$ cat src/rtl/serial_sub_unit.sv
// rtl/serial_sub_unit.sv - bit-serial subtractor D = A - B - Bi, LSB first, one bit per clock.
// Optional OVF output is enabled by defining SERIAL_SUB_OVF_EN.
module serial_sub_unit #(
  parameter int WIDTH = 4
) (
  input  logic             clk,
  input  logic             rst,
  input  logic             start,
  input  logic [WIDTH-1:0] A,
  input  logic [WIDTH-1:0] B,
  input  logic             Bi,
  output logic [WIDTH-1:0] D,
  output logic             Bo,
  output logic             busy,
  output logic             done
`ifdef SERIAL_SUB_OVF_EN
  ,
  output logic             OVF
`endif
);

  localparam int CW = $clog2(WIDTH);
  localparam logic [CW-1:0] LAST = CW'(WIDTH - 1);

  typedef enum logic [1:0] {IDLE, SHIFT, DONE} state_t;

  state_t           r_state;
  logic [WIDTH-1:0] r_a;
  logic [WIDTH-1:0] r_b;
  logic [WIDTH-2:0] r_res;
  logic             r_br;
  logic [CW-1:0]    r_cnt;

  logic             w_a;
  logic             w_b;
  logic             w_d;
  logic             w_br_next;
  logic [WIDTH-1:0] w_res_next;

  assign w_a        = r_a[0];
  assign w_b        = r_b[0];
  assign w_d        = w_a ^ w_b ^ r_br;
  assign w_br_next  = (~w_a & w_b) | (~(w_a ^ w_b) & r_br);
  // Result fills from the MSB end so bit 0 lands at the LSB after WIDTH shifts.
  assign w_res_next = {w_d, r_res};

  always_ff @(posedge clk) begin
    if (rst) begin
      r_state <= IDLE;
      r_a     <= '0;
      r_b     <= '0;
      r_res   <= '0;
      r_br    <= 1'b0;
      r_cnt   <= '0;
      D       <= '0;
      Bo      <= 1'b0;
      busy    <= 1'b0;
      done    <= 1'b0;
`ifdef SERIAL_SUB_OVF_EN
      OVF     <= 1'b0;
`endif
    end else begin
      done <= 1'b0;
      case (r_state)
        IDLE, DONE: begin
          if (start) begin
            r_a     <= A;
            r_b     <= B;
            r_br    <= Bi;
            r_res   <= '0;
            r_cnt   <= '0;
            busy    <= 1'b1;
            r_state <= SHIFT;
          end else begin
            r_state <= IDLE;
          end
        end
        SHIFT: begin
          r_a   <= r_a >> 1;
          r_b   <= r_b >> 1;
          r_br  <= w_br_next;
          r_res <= w_res_next[WIDTH-1:1];
          r_cnt <= r_cnt + CW'(1);
          if (r_cnt == LAST) begin
            D       <= w_res_next;
            Bo      <= w_br_next;
            busy    <= 1'b0;
            done    <= 1'b1;
            r_state <= DONE;
`ifdef SERIAL_SUB_OVF_EN
            // Signed overflow: borrow into the MSB differs from borrow out of it.
            OVF     <= r_br ^ w_br_next;
`endif
          end
        end
        default: r_state <= IDLE;
      endcase
    end
  end

endmodule

$ cat config.mk
export PLATFORM = sky130hd
export DESIGN_NAME = serial_sub_unit
export DESIGN_NICKNAME = d
export VERILOG_FILES = /design/src/rtl/serial_sub_unit.sv
export SDC_FILE = /design/constraint.sdc
export NUM_CORES = 1
export LEC_CHECK = 0
export CORE_MARGIN = 1.5
export CORE_UTILIZATION = 40
export CTS_CLUSTER_DIAMETER = 30
export DETAILED_ROUTE_END_ITERATION = 16
export SYNTH_ARGS = -nofsm -noshare
export SYNTH_HDL_FRONTEND = slang
export SYNTH_SLANG_ARGS = --single-unit
$ cat constraint.sdc
create_clock -name clk -period 3.1 [get_ports clk]
set_input_delay 0.775 -clock clk [delete_from_list [all_inputs] [get_ports clk]]
set_output_delay 0.775 -clock clk [all_outputs]
set_load 0.02 [all_outputs]
==> results.tsv, run 1 <==
metric	value	unit
CP endpoint	busy	
family with the most delay on the worst path	buffers and inverters	
first-pass GRT wire length	3056	um
post-synthesis async set-or-reset flop share	0	%
yosys warns	0	
Setup violations, final	0	
leakage power	0.3942	nW
Mapped Nets	122	
crit path launch type	flip-flop	
fin crit share	66.02	%
Reg-to-Reg Start	r_state[1]$_SDFFE_PP0P_	
Worst Max-Slew Pin Slew	0.8585	ns
DRC viols	0	
Hold WC Path Type	flip-flop to flip-flop	
cells after synthesis	108	
Tmin final	2.046	ns
Worst Reg2Reg Path Length in Cells	3	
Yosys reg bits	23	
PwrDens	478.8	nW/um^2
Fin Hold WS	0.4649	ns
Crit. End Element	output pin	
unrepaired setup endpoints after global routing	no	
post-synth top area share	50.07	%
die area	2596	um^2
CP max stage cell	clkdlybuf4s50_1	
DR iter-0 viols	11	
Worst Path Buf+Inv	1	
Layout Nets	137	
CORE AREA	2191	um^2
reg2reg setup slack	1.66	ns
synth unique cells	20	
FP Rows	17	
Post-synth EDFFs	0	
post-CTS sizing	0	
Final HPWL DP	1128	um
CTS tree	yes	
total CTS buffers	3	
later-pin clock latency in the skew report	0.31	ns
Stages on worst setup path	1	
antenna fix cells	0	
antenna violations before repair	0	
Clock Skews	0.002472	ns
Filler cells	221	
H-tree Lvls	1	
routability-driven placement congestion ratio	0.7137	
gr usage total	15.78	%
setup tns final	0	ns
root buffer cell	clkbuf_4	
drt wl/cell	11.67	um
Max Clock Freq	488.6	MHz
Syn Area/Cell	8.515	um^2
Clock Path Buffers	2	
WP data required	2.32	ns
status	completed	
Crit path largest cell delay	0.61	ns
critical path class	flip-flop to output pin	
CP Max Fanout	2	
cell with the most instances after synthesis	dfxtp_1	
Initial Util	41.98	%
Routed Antenna Nets	0	
Layout area overhead	21.77	%
VDD IR max	0.2721	mV
top post-synthesis cells by area	dfxtp_1 (50%), nand2_1 (9.0%), a21oi_1 (7.6%)	
Max Slew Vio Count	0	
Post-CTS Repair Setup Buffers	0	
hold_buf cts	0	
vias per cell	5.087	
Synth Flop Type	dfxtp_1	
layout cell share with drive strength beyond 1	4.918	%
Arrival @ worst endpoint	1.27	ns
final hold vios	0	
Overflow after GRT	0	
Clock transition at path regs	0.13	ns
R2R Path End	r_a[2]$_SDFFE_PP0P_	
Die W	50.95	um
Seq/Total Area, Yosys	50.07	%
pin count of the biggest net entering global routing	24	
Yosys top cell by area	dfxtp_1	
Die H	50.95	um
IO buf count	18	
synth cell count leaders	dfxtp_1 (23), nand2_1 (22), a21oi_1 (14)	
CP cell instances	clkdlybuf4s50_1	
Netlist Area Pre-Place	919.6	um^2
I/O pin count	19	
Vias	763	
wirelength, routed	1751	um
number of iterations in the first detailed-routing pass	4	
critical path launch point	busy$_SDFFE_PP0P_	
relative slew slack	42.59	%
number of max-cap violations	0	
number of global-route vias before repair	671	
CTS sink cnt	23	
## through the flow
stage	area (um^2)	cells	utilization, %	power, mW	setup WS, ns
after floorplan	919.6	108	-	0.3789	1.663
after global placement	1092	146	49.86	0.4029	0.8198
after detailed placement	1092	146	49.86	0.4038	0.7376
after CTS	1120	150	51.11	0.5427	1.036
after global routing	1120	150	51.11	0.5657	0.9617
final	1120	150	51.11	0.5362	1.054
## power breakdown
group	leakage [nW]	switching, mW	internal, mW
Clock	0.0177	0.0910	0.0481
Sequential	0.188	0.00894	0.311
Combinational	0.189	0.0417	0.0353
## flip-flops by register name, summed over array words and instances, names as in the netlist
name     cells
r_cnt        2
r_res        3
done         1
r_a          4
r_br         1
r_state      2
r_b          4
Bo           1
D            4
busy         1
## final cells by class
class	count	area (um^2)	area share (%)
flip-flops and latches	23	460.4	41.12
clock buffers	3	22.52	2.011
well taps	28	35.03	3.129
clock inverters	1	5.005	0.4469
inverters	2	7.507	0.6704
multi-input cells	75	409.1	36.54
repair buffers	18	180.2	16.09
## worst min-delay path by stage
stage / slack [ns] / from / cells past startpoint / endpoint
after floorplan: 0.44 / r_res[0]$_SDFFE_PP0P_ / 2 / D[0]$_SDFFE_PP0P_
after detailed placement: 0.45 / D[2]$_SDFFE_PP0P_ / 2 / D[2]$_SDFFE_PP0P_
after global placement: 0.45 / D[1]$_SDFFE_PP0P_ / 2 / D[1]$_SDFFE_PP0P_
final: 0.46 / D[2]$_SDFFE_PP0P_ / 2 / D[2]$_SDFFE_PP0P_
after CTS: 0.47 / D[2]$_SDFFE_PP0P_ / 2 / D[2]$_SDFFE_PP0P_
after global routing: 0.48 / D[0]$_SDFFE_PP0P_ / 2 / D[0]$_SDFFE_PP0P_
## layout by cell type (no fill, tap or decap), types with 2 or more instances in the layout
cell,n
clkdlybuf4s50_1,18
nand2b_1,2
nand2_1,22
inv_1,2
clkbuf_4,3
a311oi_1,6
dfxtp_1,23
nand3_1,12
a21oi_1,14
nor2_1,10
## per-layer routing
layer | vias to the layer above | track usage [%] | part of all wire (%)
met2 | 11 | 23.59 | 45
met1 | 351 | 21.77 | 50
li1 | 399 | - | -
met4 | 0 | 6.757 | 0.80
met3 | 2 | 3.509 | 3.4
met5 | - | 0 | 0
## kinds of logic (layout without fill, tap and decap cells)
logic type | Yosys count | count (layout) | share of synthesized area, %
fa+ha+maj | 2 | 2 | 3.537
simple gates | 50 | 50 | 24.22
buf+inv | 10 | 24 | 5.442
compound gates | 23 | 23 | 16.73
flops | 23 | 23 | 50.07
Power figures use the tool's default switching activity.
==> run 2, diff against run 1 <==
==> constraint.sdc (replaced) <==
create_clock -name clk -period 1.9 [get_ports clk]
set_input_delay 0.475 -clock clk [delete_from_list [all_inputs] [get_ports clk]]
set_output_delay 0.475 -clock clk [all_outputs]
set_load 0.02 [all_outputs]
==> results.tsv, run 2 (synthesis gave the netlist of run 1 again) <==
metric	value	unit
status	completed	
CTS tree	yes	
Post-CTS Repair Setup Buffers	0	
VDD IR max	0.5248	mV
Arrival @ worst endpoint	1.29	ns
Layout Nets	139	
I/O pin count	19	
Setup violations, final	0	
Layout Utilization	51.80	%
Crit path largest cell delay	0.61	ns
CORE AREA	2191	um^2
Max Clock Freq	567.4	MHz
most common cell after layout, fill and taps aside	dfxtp_1	
Placed Cells	148	
leakage power	0.4040	nW
DR iter-0 viols	8	
layout cell share with drive strength beyond 1	6.452	%
number of max-cap violations	0	
hold_buf cts	0	
Worst Reg2Reg Path Length in Cells	3	
number of iterations in the first detailed-routing pass	4	
routability-driven placement congestion ratio	0.7322	
PwrDens	770.7	nW/um^2
Worst Max-Slew Pin Slew	0.7923	ns
Max Slew Vio Count	0	
Tmin final	1.762	ns
pin count of the biggest net entering global routing	24	
number of global-route vias before repair	706	
dpl cell area	1107	um^2
Die W	50.95	um
gr usage total	15.86	%
Clock Skews	0.005704	ns
die area	2596	um^2
DRC viols	0	
first-pass GRT wire length	3084	um
family with the most delay on the worst path	buffers and inverters	
Final HPWL DP	1128	um
H-tree Lvls	1	
Overflow after GRT	0	
WP data required	1.42	ns
Clock transition at path regs	0.13	ns
Layout area overhead	23.40	%
antenna fix cells	0	
relative slew slack	47.18	%
Hold WC Path Type	flip-flop to flip-flop	
most frequent cells in the layout	dfxtp_1 (23), nand2_1 (22), clkdlybuf4s50_1 (18), a21oi_1 (14), nand3_1 (12)	
Worst Path Buf+Inv	1	
Hold EP	D[2]$_SDFFE_PP0P_	
CP Max Fanout	2	
vias per cell	5.138	
Vias	781	
CP cell instances	clkdlybuf4s50_1	
post-CTS sizing	0	
Design Area, Final	1135	um^2
unrepaired setup endpoints after global routing	no	
R2R Path End	r_a[2]$_SDFFE_PP0P_	
CTS sink cnt	23	
Filler cells	233	
critical path class	flip-flop to output pin	
Pwr Total	0.8747	mW
crit path launch type	flip-flop	
FP Rows	17	
Hold Startpoint	D[2]$_SDFFE_PP0P_	
reg2reg setup slack	0.49	ns
drt wl/cell	11.29	um
total CTS buffers	3	
Clock Path Buffers	2	
final cell count without fillers	152	
Initial Util	41.98	%
Die H	50.95	um
hold path depth	2	
Reg-to-Reg Start	r_state[1]$_SDFFE_PP0P_	
fin crit share	92.76	%
final hold vios	0	
Crit. End Element	output pin	
setup tns final	0	ns
CP max stage cell	clkdlybuf4s50_1	
IO buf count	18	
wirelength, routed	1716	um
later-pin clock latency in the skew report	0.31	ns
Routed Antenna Nets	0	
antenna violations before repair	0	
biggest regs	D (4), r_a (4), r_b (4)	
root buffer cell	clkbuf_4	
-- run 2: changes by cell type in the layout (fill, tap and decap cells not counted) --
cell / previous run / this run
buf_4: 0 / 2
-- run 2: cell type report --
type,instances,area [um^2],area share [%]
Sequential cell,23,460.4,40.57
Multi-Input combinational cell,75,409.1,36.05
Timing Repair Buffer,20,195.2,17.20
Tap cell,28,35.03,3.087
Clock buffer,3,22.52,1.985
Inverter,2,7.507,0.6615
Clock inverter,1,5.005,0.4410
-- run 2: worst reg2reg max path, delay by kind of cell, from the launching register on --
kind	cells	cell delay (ns)
and+or+nand+nor	2	0.75
AOI/OAI and AO/OA	1	0.25
DFF	1	0.35
-- run 2: stage by stage --
stage,hold WS [ns],setup slack (ns)
6_report,0.4627,0.1376
5_1_grt,0.4840,0.07932
4_1_cts,0.4678,0.1291
3_5_place_dp,0.4496,0.2264
3_3_place_gp,0.4457,0.2510
2_1_floorplan,0.4438,0.7635
-- run 2: worst max path at each step --
stage | startpoint | endpoint | slack, ns | cells after the start
2_1_floorplan | start | r_a[2]$_SDFFE_PP0P_ | 0.76 | 4
3_3_place_gp | start | r_a[2]$_SDFFE_PP0P_ | 0.25 | 5
3_5_place_dp | start | r_b[2]$_SDFFE_PP0P_ | 0.23 | 5
4_1_cts | busy$_SDFFE_PP0P_ | busy | 0.13 | 1
5_1_grt | busy$_SDFFE_PP0P_ | busy | 0.08 | 1
6_report | busy$_SDFFE_PP0P_ | busy | 0.14 | 1
-- run 2: layer usage --
metal | GRT usage, % | vias up | share of wire [%]
met5 | 0 | - | 0
met4 | 4.054 | 0 | 0.82
met3 | 6.140 | 2 | 4.0
met2 | 23.81 | 15 | 43
met1 | 21.30 | 362 | 52
li1 | - | 402 | -
-- run 2: power breakdown --
group,internal [mW],switching (mW),leakage [nW]
Combinational,0.0609,0.0681,0.198
Sequential,0.508,0.0151,0.188
Clock,0.0787,0.144,0.0177
Total,0.647,0.228,0.404
==> edit 1 (config.mk and constraints of run 2) <==
Encoding of `state_t`: now one-hot (3 bits for 3 states).
--- a/src/rtl/serial_sub_unit.sv
+++ b/src/rtl/serial_sub_unit.sv
@@ -22,7 +22,7 @@
   localparam int CW = $clog2(WIDTH);
   localparam logic [CW-1:0] LAST = CW'(WIDTH - 1);
 
-  typedef enum logic [1:0] {IDLE, SHIFT, DONE} state_t;
+  typedef enum logic [2:0] {IDLE = 3'b001, SHIFT = 3'b010, DONE = 3'b100} state_t;
 
   state_t           r_state;
   logic [WIDTH-1:0] r_a;
Behaviour: same outputs for any inputs over 10 cycles, from zero or initial values and one cycle with rst high; not proved beyond that.
==> edit 1 against run 2 <==
Synthesized area increased by 13%. Wire length increased by 23%. Sequential cell count increased by 1. Sequential power increased by 2%. Setup slack improved by 0.026 ns. Sequential share of layout area decreased by 2.3 points. Total power decreased by 1.1%. Worst hold slack improved by 0.019 ns. Design area increased by 11%. Largest power group unchanged.
==> edit 1: results (changes against run 2) <==
post-synthesis cell count 105 (-2.8%); CTS clk-pin slew, worst paths 0.12 ns; Root Buffer clkbuf_4; Final nets 138 (-0.72%); layout cells sized above 1 9.84% (+3.4 points); via/cell ratio 5.49 (+6.9%); P_leak 0.427 nW (+5.7%); switch share 24.4% (-1.7 points); Iter 0 DRT Violations 19 (+11); Setup Skew 0.00208 ns (-0.00362 ns); sequential-to-total area share from yosys stat 46.3% (-3.7 points); vias in the first global route 748 (+5.9%); HPWL after DPL 1460 µm (+30%); largest net degree at the start of global routing 17 (-29%); fillers 241 (+3.4%); Syn Nets 119 (-2.5%); drt wl/cell 13.9 µm (+23%); Commonest cells post-synth dfxtp_1 (24), a21oi_1 (14), o211ai_1 (12), a32oi_1 (6); leading registers by flop count D: 4 flops, r_a: 4 flops, r_b: 4 flops; synth top area cells dfxtp_1 (46%), o211ai_1 (8.7%), a21oi_1 (6.8%); DR vias 835 (+6.9%); GR Util All Layers 16.2% (+0.39 points); Slew @ Worst Pin 1.14 ns (+0.346 ns); Crit path arrival time 1.26 ns (-0.03 ns); Distinct cells, synth 30 (+50%); outcome finished clean; first-pass GRT wire length 3370 µm (+9.4%); maximum vdd drop 0.434 mV (-17%); H-tree depth 1 (unchanged); GP Congestion 0.741 (+1.1%)
==> edit 1: cell types whose count changed in the layout (fill, tap and decap cells not counted), sizes merged, moves of 2 or more <==
cell	change
inv	+2
a311oi	-7
buf	+3
and2	+2
mux2i	+4
nand2	-17
a32oi	+6
nor2	-5
a211oi	+2
o211ai	+12
nand3	-10
==> edit 1: kinds of logic (layout without fill, tap and decap cells) <==
family | after synthesis | in the layout | synth area share (%)
xor+xnor | 2 | 2 | 2.41
fa+ha+maj | 2 | 2 | 3.14
buf+inv | 13 | 30 | 7.12
mux | 4 | 4 | 3.86
flops | 24 | 24 | 46.3
compound gates | 38 | 38 | 25.7
simple gates | 22 | 22 | 11.5
==> edit 1: cell type report <==
class	instances	area [µm²]	share of cell area, %
Sequential cell	24	480	38.2
Multi-Input combinational cell	68	483	38.4
Clock buffer	3	22.5	1.79
Inverter	4	15.0	1.20
Timing Repair Buffer	23	218	17.3
Tap cell	30	37.5	2.99
==> edit 1: per-layer routing <==
layer  track usage (%)  wire (µm)  vias up
met5                 0          0        -
met4              7.69         20        0
met3              3.33         77        2
met2              24.0        929       17
met1              22.5       1080      395
li1                  -          -      421
==> edit 1: final timing paths <==
path / startpoint / endpoint / slack [ns] / cells after the start
hold reg to reg: busy / busy / 0.48 / 2
setup reg to reg: r_state[2] / r_res[1] / 0.17 / 3
setup / recovery: Bo / Bo / 0.16 / 1
hold / removal: busy / busy / 0.48 / 2
==> edit 1: power groups by stage <==
stage / logic, W / registers, W / clock network [W]
after CTS: 0.000120 / 0.000536 / 0.000225
after global routing: 0.000133 / 0.000539 / 0.000244
after global placement: 0.000119 / 0.000547 / 0
final: 0.000120 / 0.000536 / 0.000209
after floorplan: 0.0000723 / 0.000547 / 0
after detailed placement: 0.000120 / 0.000547 / 0
==> edit 1: metrics by stage <==
stage	util, %	hold WS, ns	setup WS, ns	cell area (µm²)
after global routing	51.2	0.518	0.0175	1260
after floorplan	-	0.445	0.611	1040
final	51.2	0.482	0.163	1260
after global placement	50.3	0.459	0.0911	1230
after CTS	51.2	0.487	0.140	1260
after detailed placement	50.3	0.469	0.0628	1230
==> edit 1: worst register-to-register path: stages (launching register included) <==
cell and delay [ns]:
dfxtp_1 0.39, xnor2_1 0.92, o211ai_1 0.17, a21oi_1 0.19
==> edit 2 (settings of run 2) <==
Made on the original files. Add a define of `SERIAL_SUB_OVF_EN`.
--- a/src/rtl/serial_sub_unit.sv
+++ b/src/rtl/serial_sub_unit.sv
@@ -1,5 +1,7 @@
 // rtl/serial_sub_unit.sv - bit-serial subtractor D = A - B - Bi, LSB first, one bit per clock.
 // Optional OVF output is enabled by defining SERIAL_SUB_OVF_EN.
+`define SERIAL_SUB_OVF_EN
+
 module serial_sub_unit #(
   parameter int WIDTH = 4
 ) (
Formal check against the unedited RTL (old outputs only; new: OVF): equivalent (Yosys induction, for registers that start in step).
==> edit 2 against run 2 <==
Core utilization up 1.0 points. Wire length increased by 8.8%. Largest cell class unchanged. Register-to-register slack improved by 0.06 ns. Critical path depth did not move. First-iteration DRC count rose to 2.5 times the old value. Synthesized area increased by 8.0%. Cell count up 1.3%. Design area rose by 6.0%. Largest power group unchanged. Sequential share of layout area is 0.61 points lower. Via count up 3.6%. Sequential cell count is 1 higher. Total power is 4.6% higher. Setup slack better by 0.015 ns.
==> edit 2: results (changes against run 2) <==
Setup Skew 0.00369 ns (-0.00201 ns); register area 480 µm² (+4.3%); first-pass detailed-route iteration total 5 (+1); Post-CTS Setup Inserts 0 (unchanged); Worst slew margin 73.6% (+26 points); Synth async-reset ratio 0% (unchanged); first-pass GRT wire length 3150 µm (+2.0%); Skew-Pair Late Insertion Delay 0.30 ns; Syn Nets 122 (unchanged); Antenna diodes 0 (unchanged); Commonest cells post-synth dfxtp_1 (24), a21oi_1 (14), nand3_1 (13), nand2_1 (11), nor3_1 (10); vias in the first global route 705 (-0.14%); max incr delay on CP 0.61 ns (about the same); Worst path slowest cell clkdlybuf4s50_1; Yosys warnings 0 (unchanged); HPWL after DPL 1300 µm (+16%); CP top delay family buffers and inverters; sequential-to-total area share from yosys stat 48.4% (-1.7 points); via/cell ratio 5.25 (+2.2%); Num CTS Buffers 3 (unchanged); Cell Area, Placed 0.00118 mm² (+6.6%); CTS clk-pin slew, worst paths 0.12 ns; Crit path arrival time 1.27 ns (-0.02 ns); P_leak 0.418 nW (+3.5%); H-tree depth 1 (unchanged); synth top area cells dfxtp_1 (48%), a21oi_1 (7.1%), buf_6 (6.8%); number of gates resized after cts 0 (unchanged); maximum vdd drop 0.413 mV (-21%); Root Buffer clkbuf_4; CTS max path bufs 2 (unchanged); largest net degree at the start of global routing 25 (+4.2%); Iter 0 DRT Violations 20 (+12); GR Util All Layers 15.5% (-0.40 points); largest fanout on the critical path 2 (unchanged); Worst Hold Class reg2reg; initial antenna violation count 0 (unchanged); Total Wirelength 1870 µm (+8.8%); IO Port Bufs 19 (+1); Final nets 142 (+2.2%); outcome finished clean; leading registers by flop count D: 4 flops, r_a: 4 flops, r_b: 4 flops; GP Congestion 0.693 (-5.4%); Distinct cells, synth 22 (+10%); fillers 224 (-3.9%); layout cells sized above 1 10.3% (+3.9 points)
[edit 2: cell count changes after synthesis, moves of 6 or more]
cell / before / now
a311oi_1: 6 / 0
nand2_1: 22 / 11
nor3_1: 0 / 10
o22ai_1: 0 / 6
nor2_1: 10 / 4
buf_6: 0 / 6
[edit 2: power breakdown]
part           internal (W)  leakage (nW)  total, W  switching (W)
clock network     0.0000739        0.0138  0.000214       0.000140
registers          0.000529         0.196  0.000545      0.0000161
logic             0.0000775         0.208  0.000155      0.0000780
[edit 2: layout make-up]
cell class              instances  area share, %
inverters                       2          0.624
clock buffers                   3           1.87
flip-flops and latches         24           40.0
repair buffers                 25           19.6
well taps                      28           2.91
multi-input cells              72           35.1
[edit 2: final timing paths]
kind              slack [ns]  startpoint  cells after the start  endpoint
hold / removal          0.46        D[0]                      2      D[0]
setup / recovery        0.15          Bo                      1        Bo
setup reg to reg        0.55        r_br                      5       OVF
hold reg to reg         0.46        D[0]                      2      D[0]
[edit 2: per-layer routing]
metal / vias up / part of all wire [%] / global-route usage, % / routed length, µm
met2: 13 / 47 / 22.7 / 877
met1: 380 / 48 / 21.7 / 896
met4: 0 / 0.91 / 7.69 / 17
met5: - / 0 / 0 / 0
met3: 2 / 4.0 / 2.57 / 75
li1: 414 / - / - / -
[edit 2: kinds of logic (layout without fill, tap and decap cells)]
group / count (synthesis) / count (layout) / synth area share (%)
xor+xnor: 1 / 1 / 0.882
simple gates: 44 / 44 / 21.9
fa+ha+maj: 2 / 2 / 3.27
buf+inv: 12 / 30 / 9.19
compound gates: 25 / 25 / 16.4
flops: 24 / 24 / 48.4
[edit 2: stage by stage]
step	std cells	setup WS, ns
5_1_grt	154	0.0934
3_3_place_gp	151	0.366
2_1_floorplan	108	0.663
3_5_place_dp	151	0.338
4_1_cts	154	0.141
6_report	154	0.153
